File: src/rtl/fetch_pkg.sv
// Shared types and defaults for the instruction fetch queue.
// A slot carries the fetch PC, its PC+4, the returned instruction and a filled flag.
package fetch_pkg;

    localparam int FETCH_WIDTH = 32;
    localparam int FETCH_DEPTH = 4;

    typedef struct packed {
        logic [FETCH_WIDTH-1:0] pc;
        logic [FETCH_WIDTH-1:0] pcplus4;
        logic [FETCH_WIDTH-1:0] instr;
        logic                   filled;
    } fetch_entry_t;

endpackage

File: src/rtl/if_fetch_queue.sv
// Decouples PC generation from an in-order, fixed-order instruction memory.
// Slot fields are sized by fetch_pkg, so WIDTH is expected to stay at FETCH_WIDTH.
module if_fetch_queue
    import fetch_pkg::*;
#(
    parameter int WIDTH = FETCH_WIDTH,
    parameter int DEPTH = FETCH_DEPTH
) (
    input  logic             clk,
    input  logic             rst,
    input  logic [WIDTH-1:0] PCF,
    input  logic [WIDTH-1:0] PCPlus4F,
    output logic             en,
    input  logic             FlushF,
    output logic             imem_req_valid,
    input  logic             imem_req_ready,
    output logic [WIDTH-1:0] imem_req_addr,
    input  logic             imem_resp_valid,
    input  logic [WIDTH-1:0] imem_resp_data,
    output logic             InstrValidF,
    input  logic             InstrReadyD,
    output logic [WIDTH-1:0] InstrF,
    output logic [WIDTH-1:0] PCOutF,
    output logic [WIDTH-1:0] PCPlus4OutF
);

    localparam int IW = $clog2(DEPTH);
    localparam int PW = IW + 1;
    localparam int DW = IW + 2;

    fetch_entry_t  r_slots [DEPTH];
    logic [PW-1:0] r_alloc;
    logic [PW-1:0] r_fill;
    logic [PW-1:0] r_read;
    logic [DW-1:0] r_drop_cnt;

    logic [PW-1:0] w_occupancy;
    logic [PW-1:0] w_pending;
    logic          w_full;
    logic          w_resp_keep;
    logic          w_resp_drop;
    logic          w_pop;
    logic          w_flush_resp;
    logic [DW-1:0] w_flush_drop;
    fetch_entry_t  w_head;

    assign w_occupancy = r_alloc - r_read;
    assign w_pending   = r_alloc - r_fill;
    assign w_full      = (w_occupancy == PW'(DEPTH));

    assign imem_req_valid = !rst && !FlushF && !w_full;
    assign en             = imem_req_valid && imem_req_ready;
    assign imem_req_addr  = PCF;

    // A response belongs to a live slot only when no stale fetches are still owed.
    assign w_resp_keep = imem_resp_valid && !FlushF && (r_drop_cnt == '0) && (w_pending != '0);
    assign w_resp_drop = imem_resp_valid && !FlushF && (r_drop_cnt != '0);

    // Everything still outstanding becomes stale on a redirect; a response landing
    // in the redirect cycle retires one of those stale fetches immediately.
    assign w_flush_resp = imem_resp_valid && ((r_drop_cnt != '0) || (w_pending != '0));
    assign w_flush_drop = r_drop_cnt + DW'(w_pending) - DW'(w_flush_resp);

    assign w_head      = r_slots[r_read[IW-1:0]];
    assign InstrValidF = !rst && (w_occupancy != '0) && w_head.filled;
    assign w_pop       = InstrValidF && InstrReadyD && !FlushF;

    assign InstrF      = rst ? '0 : w_head.instr;
    assign PCOutF      = rst ? '0 : w_head.pc;
    assign PCPlus4OutF = rst ? '0 : w_head.pcplus4;

    always_ff @(posedge clk) begin
        if (rst) begin
            r_alloc    <= '0;
            r_fill     <= '0;
            r_read     <= '0;
            r_drop_cnt <= '0;
            for (int i = 0; i < DEPTH; i++) begin
                r_slots[i] <= '0;
            end
        end else if (FlushF) begin
            r_alloc    <= '0;
            r_fill     <= '0;
            r_read     <= '0;
            r_drop_cnt <= w_flush_drop;
            for (int i = 0; i < DEPTH; i++) begin
                r_slots[i].filled <= 1'b0;
            end
        end else begin
            // Accept and fill never target the same slot: that would need pending==DEPTH,
            // which implies a full queue and therefore no accept.
            if (en) begin
                r_slots[r_alloc[IW-1:0]].pc      <= PCF;
                r_slots[r_alloc[IW-1:0]].pcplus4 <= PCPlus4F;
                r_slots[r_alloc[IW-1:0]].instr   <= '0;
                r_slots[r_alloc[IW-1:0]].filled  <= 1'b0;
                r_alloc <= r_alloc + 1'b1;
            end
            if (w_resp_keep) begin
                r_slots[r_fill[IW-1:0]].instr  <= imem_resp_data;
                r_slots[r_fill[IW-1:0]].filled <= 1'b1;
                r_fill <= r_fill + 1'b1;
            end
            if (w_resp_drop) begin
                r_drop_cnt <= r_drop_cnt - 1'b1;
            end
            if (w_pop) begin
                r_read <= r_read + 1'b1;
            end
        end
    end

endmodule

File: config.mk
export PLATFORM = sky130hd
export DESIGN_NAME = if_fetch_queue
export DESIGN_NICKNAME = d
export VERILOG_FILES = /design/src/rtl/fetch_pkg.sv /design/src/rtl/if_fetch_queue.sv
export SDC_FILE = /design/constraint.sdc
export NUM_CORES = 1
export LEC_CHECK = 0
export BUFFER_PORTS_ARGS = -buffer_cell sky130_fd_sc_hd__buf_2
export CORE_UTILIZATION = 50
export CTS_BUF_LIST = sky130_fd_sc_hd__clkbuf_2 sky130_fd_sc_hd__clkbuf_4 sky130_fd_sc_hd__clkbuf_8
export DETAILED_ROUTE_END_ITERATION = 8
export HOLD_SLACK_MARGIN = 0.03
export PLACE_DENSITY = 0.78
export SLEW_MARGIN = 10
export SYNTH_ARGS = -nofsm -noshare
export SYNTH_HDL_FRONTEND = slang
export SYNTH_SLANG_ARGS = --single-unit
File: constraint.sdc
create_clock -name clk -period 7.37 [get_ports clk]
set_input_delay 2.211 -clock clk [delete_from_list [all_inputs] [get_ports clk]]
set_output_delay 2.211 -clock clk [all_outputs]
set_load 0.01 [all_outputs]
==> results of run 1 <==
-- report_power, final --
part	leakage [nW]	internal, mW	total, mW	switching (mW)
clock	0.694	1.05	1.94	0.890
combinational	4.06	0.168	0.411	0.243
sequential	4.16	2.60	2.63	0.0290
-- per-layer routing --
metal / wire [um] / track usage / vias up
met5: 41 / 0 / -
met4: 678 / 0.06655 / 6
met3: 3103 / 0.06258 / 61
met2: 20560 / 0.3673 / 362
met1: 16520 / 0.2759 / 5473
li1: - / - / 4972
-- sequential cells by signal, indices dropped and copies added, names as in the netlist, named ones only --
name and flops:
r_slots 388, r_drop_cnt 4, r_alloc 3, r_fill 3
r_read 3
-- logic make-up after synthesis --
logic type      Yosys count  share of synthesized area
mux                     100                     0.1178
xor+xnor                 12                   0.006320
compound gates           23                   0.007651
fa+ha+maj                22                    0.01543
flops                   403                     0.6333
simple gates            533                     0.1782
buf+inv                 150                    0.04131
-- worst min-delay path by stage --
stage | from | end | slack [ns]
4_1_cts | r_slots[0][0]$_SDFFE_PP1P_ | r_slots[0][0]$_SDFFE_PP1P_ | 0.46
6_report | r_slots[3][0]$_SDFFE_PP1P_ | r_slots[3][0]$_SDFFE_PP1P_ | 0.46
3_3_place_gp | r_slots[1][0]$_SDFFE_PP1P_ | r_slots[1][0]$_SDFFE_PP1P_ | 0.44
2_1_floorplan | r_slots[2][0]$_SDFFE_PP1P_ | r_slots[2][0]$_SDFFE_PP1P_ | 0.43
3_5_place_dp | r_slots[0][0]$_SDFFE_PP1P_ | r_slots[0][0]$_SDFFE_PP1P_ | 0.46
5_1_grt | r_slots[3][0]$_SDFFE_PP1P_ | r_slots[3][0]$_SDFFE_PP1P_ | 0.49
-- final cells by class --
| type | instances | area (um2) |
|---|---|---|
| flip-flops and latches | 403 | 11920 |
| well taps | 468 | 585.6 |
| diodes | 7 | 17.52 |
| fillers | 2860 | 15360 |
| multi-input cells | 690 | 6156 |
| repair buffers | 255 | 1361 |
| clock buffers | 95 | 1151 |
| inverters | 18 | 67.56 |
| clock inverters | 25 | 162.7 |
-- worst register-to-register path: cells and delay by family (launching register included) --
kind,cells,cell delay (ns)
flops,1,0.33
fa+ha+maj,1,0.17
compound gates,1,0.47
xor+xnor,1,0.25
simple gates,3,1.14
buf+inv,3,1.08
-- metrics by stage --
stage	hold slack, ns	power (mW)
final	0.4576	4.986
after global routing	0.4943	5.186
after CTS	0.4639	5.043
after detailed placement	0.4551	3.094
after global placement	0.4395	3.080
after floorplan	0.4286	2.948
-- cells in the mapped netlist, types with 2 or more instances --
library cell and count:
sky130_fd_sc_hd__or2_2 6, sky130_fd_sc_hd__mux4_2 97, sky130_fd_sc_hd__nor3b_4 4, sky130_fd_sc_hd__buf_6 10
sky130_fd_sc_hd__buf_4 32, sky130_fd_sc_hd__o21ai_0 6, sky130_fd_sc_hd__nor2_1 13, sky130_fd_sc_hd__ha_1 20
sky130_fd_sc_hd__fa_1 2, sky130_fd_sc_hd__nor2b_1 99, sky130_fd_sc_hd__xor2_1 3, sky130_fd_sc_hd__buf_2 15
sky130_fd_sc_hd__xnor2_1 8, sky130_fd_sc_hd__inv_1 18, sky130_fd_sc_hd__o21bai_1 4, sky130_fd_sc_hd__dfxtp_1 19
sky130_fd_sc_hd__nand2_1 10, sky130_fd_sc_hd__edfxtp_1 384, sky130_fd_sc_hd__clkbuf_1 74, sky130_fd_sc_hd__a21oi_1 7
sky130_fd_sc_hd__or3_1 5, sky130_fd_sc_hd__mux2i_1 2, sky130_fd_sc_hd__and2_2 9, sky130_fd_sc_hd__nand3_1 5
sky130_fd_sc_hd__and3_1 192, sky130_fd_sc_hd__and2_1 186
==> key figures, run 1 <==
Critical path
  – Arrival time reported for the critical path endpoint: between 3 and 4 ns
  – Worst reg-to-reg setup slack: around 3.6 ns
  – Crit path launch type: primary input
  – Bufs and invs on worst path: 3
  – Number of logic stages on the critical path including buffering: 4
  – Worst-case reg-to-reg path depth: 9
  – Critical R2R Capture: r_slots[1][87]$_SDFFCE_PN0P_
  – Timing endpoint of the critical path: InstrF[0]
  – Crit Path Category: in2out
  – Cell class contributing the biggest share of worst-path delay: buffers and inverters
  – Worst path slowest cell: sky130_fd_sc_hd__buf_4
  – Startpoint of the worst setup timing path: rst
  – Data required time at the worst endpoint: 5.16 ns
  – Delay of the slowest cell on the worst path: approximately 0.7 ns
  – Cell-by-cell trace of the critical path: buf_4 > buf_4 > nor2b_1 > buf_2
  – Biggest fanout along the worst timing path: 60
  – Worst path most repeated cell: sky130_fd_sc_hd__buf_4
  – Sort of element at the end of the critical path: output pin
  – Worst R2R Start: r_alloc[0]$_SDFFE_PP0N_

STA
  – Headroom to the max-slew limit: 0.2899
  – Worst Clk Skew: roughly 0.027 ns
  – Final total negative setup slack: 0 ns
  – Final critical path time including I/O delays and setup: roughly 6.0 ns
  – Worst Tran Pin Value: about 1.1 ns
  – Setup repair after global routing missed its margin: false
  – Maximum clock frequency: 165.8 MHz
  – Final worst path period share: 0.8182
  – Final setup margin: ~1.3 ns
  – Final setup violation count: 0
  – Slew Viols, Final: 0
  – Final hold vios: 0

Synth
  – Post-synthesis sequential area ratio: 0.6333
  – Dominant register cell in the synthesized netlist: sky130_fd_sc_hd__edfxtp_1
  – Synthesis-stage register bit count: just over 400
  – Share of flip-flops with an asynchronous set or reset: 0
  – Cell area after technology mapping: 18810 um2
  – Ys Warns: 0
  – Library cell with the largest summed area after synthesis: sky130_fd_sc_hd__edfxtp_1
  – Fraction of synthesized cell area taken by the top area cell type: 0.6131
  – Synth Net Count: roughly 1400
  – Main area contributors after synthesis: sky130_fd_sc_hd__edfxtp_1 (61%), sky130_fd_sc_hd__mux4_2 (12%), sky130_fd_sc_hd__and3_1 (6.4%)
  – Mean instance size in the synthesized netlist: around 15 um2
  – Distinct cells, synth: 39
  – Number of synthesized flops with an enable pin: ~380
  – Number of standard cells after synthesis: 1243

Clocking
  – Number of buffers created by CTS: 69
  – Clock latency reported for the late side of the worst-skew pair: 0.61 ns
  – Number of sinks driven by the clock tree: 403
  – Count of hold buffers inserted by post-cts repair: 0
  – Buffer depth of the longest clock path: 3
  – Number of buffers inserted to repair setup after CTS: 0
  – Clock root buffer: sky130_fd_sc_hd__clkbuf_8
  – CTS tree: built
  – Cts repair resizes: 0
  – Number of H-tree levels: 3
  – Post-CTS clock slew at the launch and capture registers of the worst setup and hold paths: roughly 0.06 ns

Layout
  – Non-filler cells, final: approximately 2000
  – Layout Utilization: 0.5823
  – Layout overhead on the synthesized area: 13.89%
  – Post-Layout Inst Area: 21420 um2
  – Most common cell after layout, fill and taps aside: sky130_fd_sc_hd__edfxtp_1
  – Commonest non-fill, non-tap cells in the layout: sky130_fd_sc_hd__edfxtp_1 (384), sky130_fd_sc_hd__buf_2 (231), sky130_fd_sc_hd__and3_1 (192)
  – Post-layout net count: approximately 1600
  – Fraction of final layout cells sized beyond drive strength 1: 0.3284

Floorplan
  – I/O pins: between 200 and 250
  – Floorplan die area: 38400 um2
  – Starting density of the core: 0.5113
  – Placeable core area: approximately 37000 um2
  – Die Height: 196.0 um
  – Horizontal die dimension: a little under 200 um
  – Number of cell rows: 70

Drt
  – Avg WL per Cell: around 21 um
  – Vias per Instance: about 5.5
  – Vias post-DR: between 10000 and 15000
  – Iteration-0 DRC count of the detailed router: 644
  – Number of remaining DRC errors: 0
  – Post-DRT Antenna Nets: 0
  – Final WL: 40.90 mm
  – Length of the first detailed-routing pass in iterations: 5

GRT
  – Remaining global-route overflow: 0
  – Wire length of the first global-routing pass: around 64 mm
  – Pin count of the biggest net entering global routing: 100
  – Number of global-route vias before repair: 11400
  – Overall Global Routing Usage: 0.2188
  – Initial antenna violation count: 4

Power
  – Maximum VDD drop: 0.0002265 V
  – Power density cells: 232.8 nW/um2
  – Leakage power: between 8 and 9 nW

Placed design
  – Cells after DPL: approximately 1800
  – Routability-driven placement congestion ratio: roughly 0.71
  – Total of buffers placed on input and output ports: ~230
  – Post-placement cell area: between 20000 and 25000 um2
  – Worst slack at placement: 1.287 ns
  – Half-perimeter wire length after detailed placement: around 22 mm

Status
  – Run status: finished, final reports clean

Min path
  – Hold-critical path depth: 2
  – Class of the most critical hold timing path: reg2reg

Flow run
  – Max-cap check violation count: 0
Note: power is estimated with default switching activity, not from simulation.
==> inputs of run 2 (changes only) <==
--- a/config.mk
+++ b/config.mk
@@ -10,7 +10,7 @@
 export CTS_BUF_LIST = sky130_fd_sc_hd__clkbuf_2 sky130_fd_sc_hd__clkbuf_4 sky130_fd_sc_hd__clkbuf_8
 export DETAILED_ROUTE_END_ITERATION = 8
 export HOLD_SLACK_MARGIN = 0.03
-export PLACE_DENSITY = 0.78
+export PLACE_DENSITY = 0.81
 export SLEW_MARGIN = 10
 export SYNTH_ARGS = -nofsm -noshare
 export SYNTH_HDL_FRONTEND = slang
==> constraint.sdc (replaced) <==
create_clock -name clk -period 4.9 [get_ports clk]
set_input_delay 1.47 -clock clk [delete_from_list [all_inputs] [get_ports clk]]
set_output_delay 1.47 -clock clk [all_outputs]
set_load 0.01 [all_outputs]
==> run 2 against run 1 <==
Against the previous run:
- power is 51% higher
- sequential power up 51%
- critical path type unchanged
- routed wire length grew 1.1%
- core utilization rose by 0.19 points
- final cell count rose by 0.10%
- first-iteration DRC count increased by 25%
- critical endpoint is now PCOutF[28]
- combinational power is 53% higher
- die area is the same
- register-to-register slack lost 2.1 ns
==> key figures, run 2 (synthesis gave the netlist of run 1 again) <==
Status
  – Run status: finished, final reports clean

Clocking
  – Post-CTS clock slew at the launch and capture registers of the worst setup and hold paths: roughly 0.050 ns
  – Clock root buffer: sky130_fd_sc_hd__clkbuf_8
  – CTS tree: built
  – Number of buffers inserted to repair setup after CTS: 0
  – Number of buffers created by CTS: 68
  – Number of H-tree levels: 3
  – Clock latency reported for the late side of the worst-skew pair: around 0.6 ns
  – Buffer depth of the longest clock path: 3
  – Cts repair resizes: 0
  – Count of hold buffers inserted by post-cts repair: 0
  – Number of sinks driven by the clock tree: 403

Placed design
  – Half-perimeter wire length after detailed placement: 22.98 mm
  – Routability-driven placement congestion ratio: 0.7433
  – Total of buffers placed on input and output ports: around 230
  – Cells after DPL: approximately 1800

Critical path
  – Arrival time reported for the critical path endpoint: 2.79 ns
  – Data required time at the worst endpoint: between 3 and 4 ns
  – Worst R2R Start: r_alloc[0]$_SDFFE_PP0N_
  – Worst reg-to-reg setup slack: between 1.5 and 2 ns
  – Critical R2R Capture: r_drop_cnt[3]$_SDFFE_PP0P_
  – Crit path launch type: primary input
  – Crit Path Category: in2out
  – Biggest fanout along the worst timing path: between 60 and 70
  – Worst-case reg-to-reg path depth: 14
  – Sort of element at the end of the critical path: output pin

Layout
  – Commonest non-fill, non-tap cells in the layout: sky130_fd_sc_hd__edfxtp_1 (384), sky130_fd_sc_hd__buf_2 (231), sky130_fd_sc_hd__and3_1 (192)
  – Post-layout net count: ~1600
  – Layout Utilization: 0.5842
  – Non-filler cells, final: 1963
  – Layout overhead on the synthesized area: 14.26%
  – Most common cell after layout, fill and taps aside: sky130_fd_sc_hd__edfxtp_1
  – Top reg by flops: r_slots
  – Fraction of final layout cells sized beyond drive strength 1: 0.3280
  – Largest registers ranked by flip-flop count: r_slots: 388 flops, r_drop_cnt: 4 flops
  – Max reg flops: just under 400

Drt
  – Avg WL per Cell: around 21 um
  – Final WL: 41.36 mm
  – Vias post-DR: ~11000
  – Vias per Instance: between 5 and 6
  – Iteration-0 DRC count of the detailed router: roughly 810
  – Number of remaining DRC errors: 0
  – Length of the first detailed-routing pass in iterations: 5
  – Post-DRT Antenna Nets: 0

STA
  – Final setup violation count: 0
  – Worst Clk Skew: between 0.03 and 0.04 ns
  – Worst Tran Pin Value: 1.034 ns
  – Final critical path time including I/O delays and setup: approximately 4.3 ns
  – Maximum clock frequency: 234.9 MHz
  – Final hold vios: 0
  – Slew Viols, Final: 0
  – Setup repair after global routing missed its margin: false
  – Final total negative setup slack: 0 ns
  – Headroom to the max-slew limit: 0.3105
  – Final worst path period share: 0.8688

Min path
  – Worst Hold Endpoint: r_slots[3][0]$_SDFFE_PP1P_
  – Start point of the worst hold path: r_slots[3][0]$_SDFFE_PP1P_
  – Hold-critical path depth: 2
  – Class of the most critical hold timing path: reg2reg

Floorplan
  – Die Height: between 150 and 200 um
  – I/O pins: ~230
  – Number of cell rows: 70
  – Horizontal die dimension: about 200 um
  – Starting density of the core: 0.5113
  – Placeable core area: 36790 um2
  – Floorplan die area: 38400 um2

Power
  – Power density cells: 349.6 nW/um2
  – Power Total: between 7 and 8 mW
  – Leakage power: a little under 9 nW
  – Maximum VDD drop: approximately 0.00022 V

GRT
  – Pin count of the biggest net entering global routing: approximately 120
  – Wire length of the first global-routing pass: around 63 mm
  – Remaining global-route overflow: 0
  – Number of global-route vias before repair: around 11000
  – Initial antenna violation count: 9
  – Overall Global Routing Usage: 0.2185

Flow run
  – Max-cap check violation count: 0
## run 2: how the worst max path moves through the flow
stage / start / end / slack, ns
after global placement: rst / PCOutF[18] / 0.70
after CTS: rst / PCPlus4OutF[16] / 0.65
after floorplan: rst / r_slots[3][10]$_SDFFCE_PN0P_ / 0.78
after global routing: flop / InstrValidF / 0.53
after detailed placement: rst / PCPlus4OutF[16] / 0.66
final: rst / PCOutF[28] / 0.64
## run 2: critical path, stage by stage
cell and delay [ns]:
sky130_fd_sc_hd__buf_4 0.61, sky130_fd_sc_hd__buf_4 0.43, sky130_fd_sc_hd__nor2b_1 0.10, sky130_fd_sc_hd__buf_2 0.15
## run 2: per-stage QoR
step | instance area (um2) | setup WS (ns) | hold slack [ns]
3_5_place_dp | 20170 | 0.6605 | 0.4537
5_1_grt | 21470 | 0.5256 | 0.4879
6_report | 21490 | 0.6430 | 0.4617
3_3_place_gp | 20170 | 0.7016 | 0.4393
2_1_floorplan | 18810 | 0.7830 | 0.4286
4_1_cts | 21470 | 0.6548 | 0.4612
## run 2: power breakdown
group	internal (mW)	leakage, nW	switching (mW)	total [mW]
Combinational	0.258	4.10	0.368	0.627
Sequential	3.91	4.16	0.0439	3.96
Clock	1.60	0.685	1.33	2.93
## run 2: layout make-up
type,instances,area [um2]
clock buffer,92,1122
multi-input combinational,690,6156
inverter,18,67.56
tap,468,585.6
fill,2818,15300
clock inverter,26,180.2
antenna,7,17.52
timing repair buffer,259,1441
sequential,403,11920
## run 2: routing by layer
layer	share of wire	vias up	wire length, um	global-route usage
met1	0.40	5461	16650	0.2841
met4	0.019	4	797	0.06771
li1	-	4984	-	-
met5	0.00053	-	22	0
met2	0.50	450	20510	0.3619
met3	0.082	79	3378	0.05553
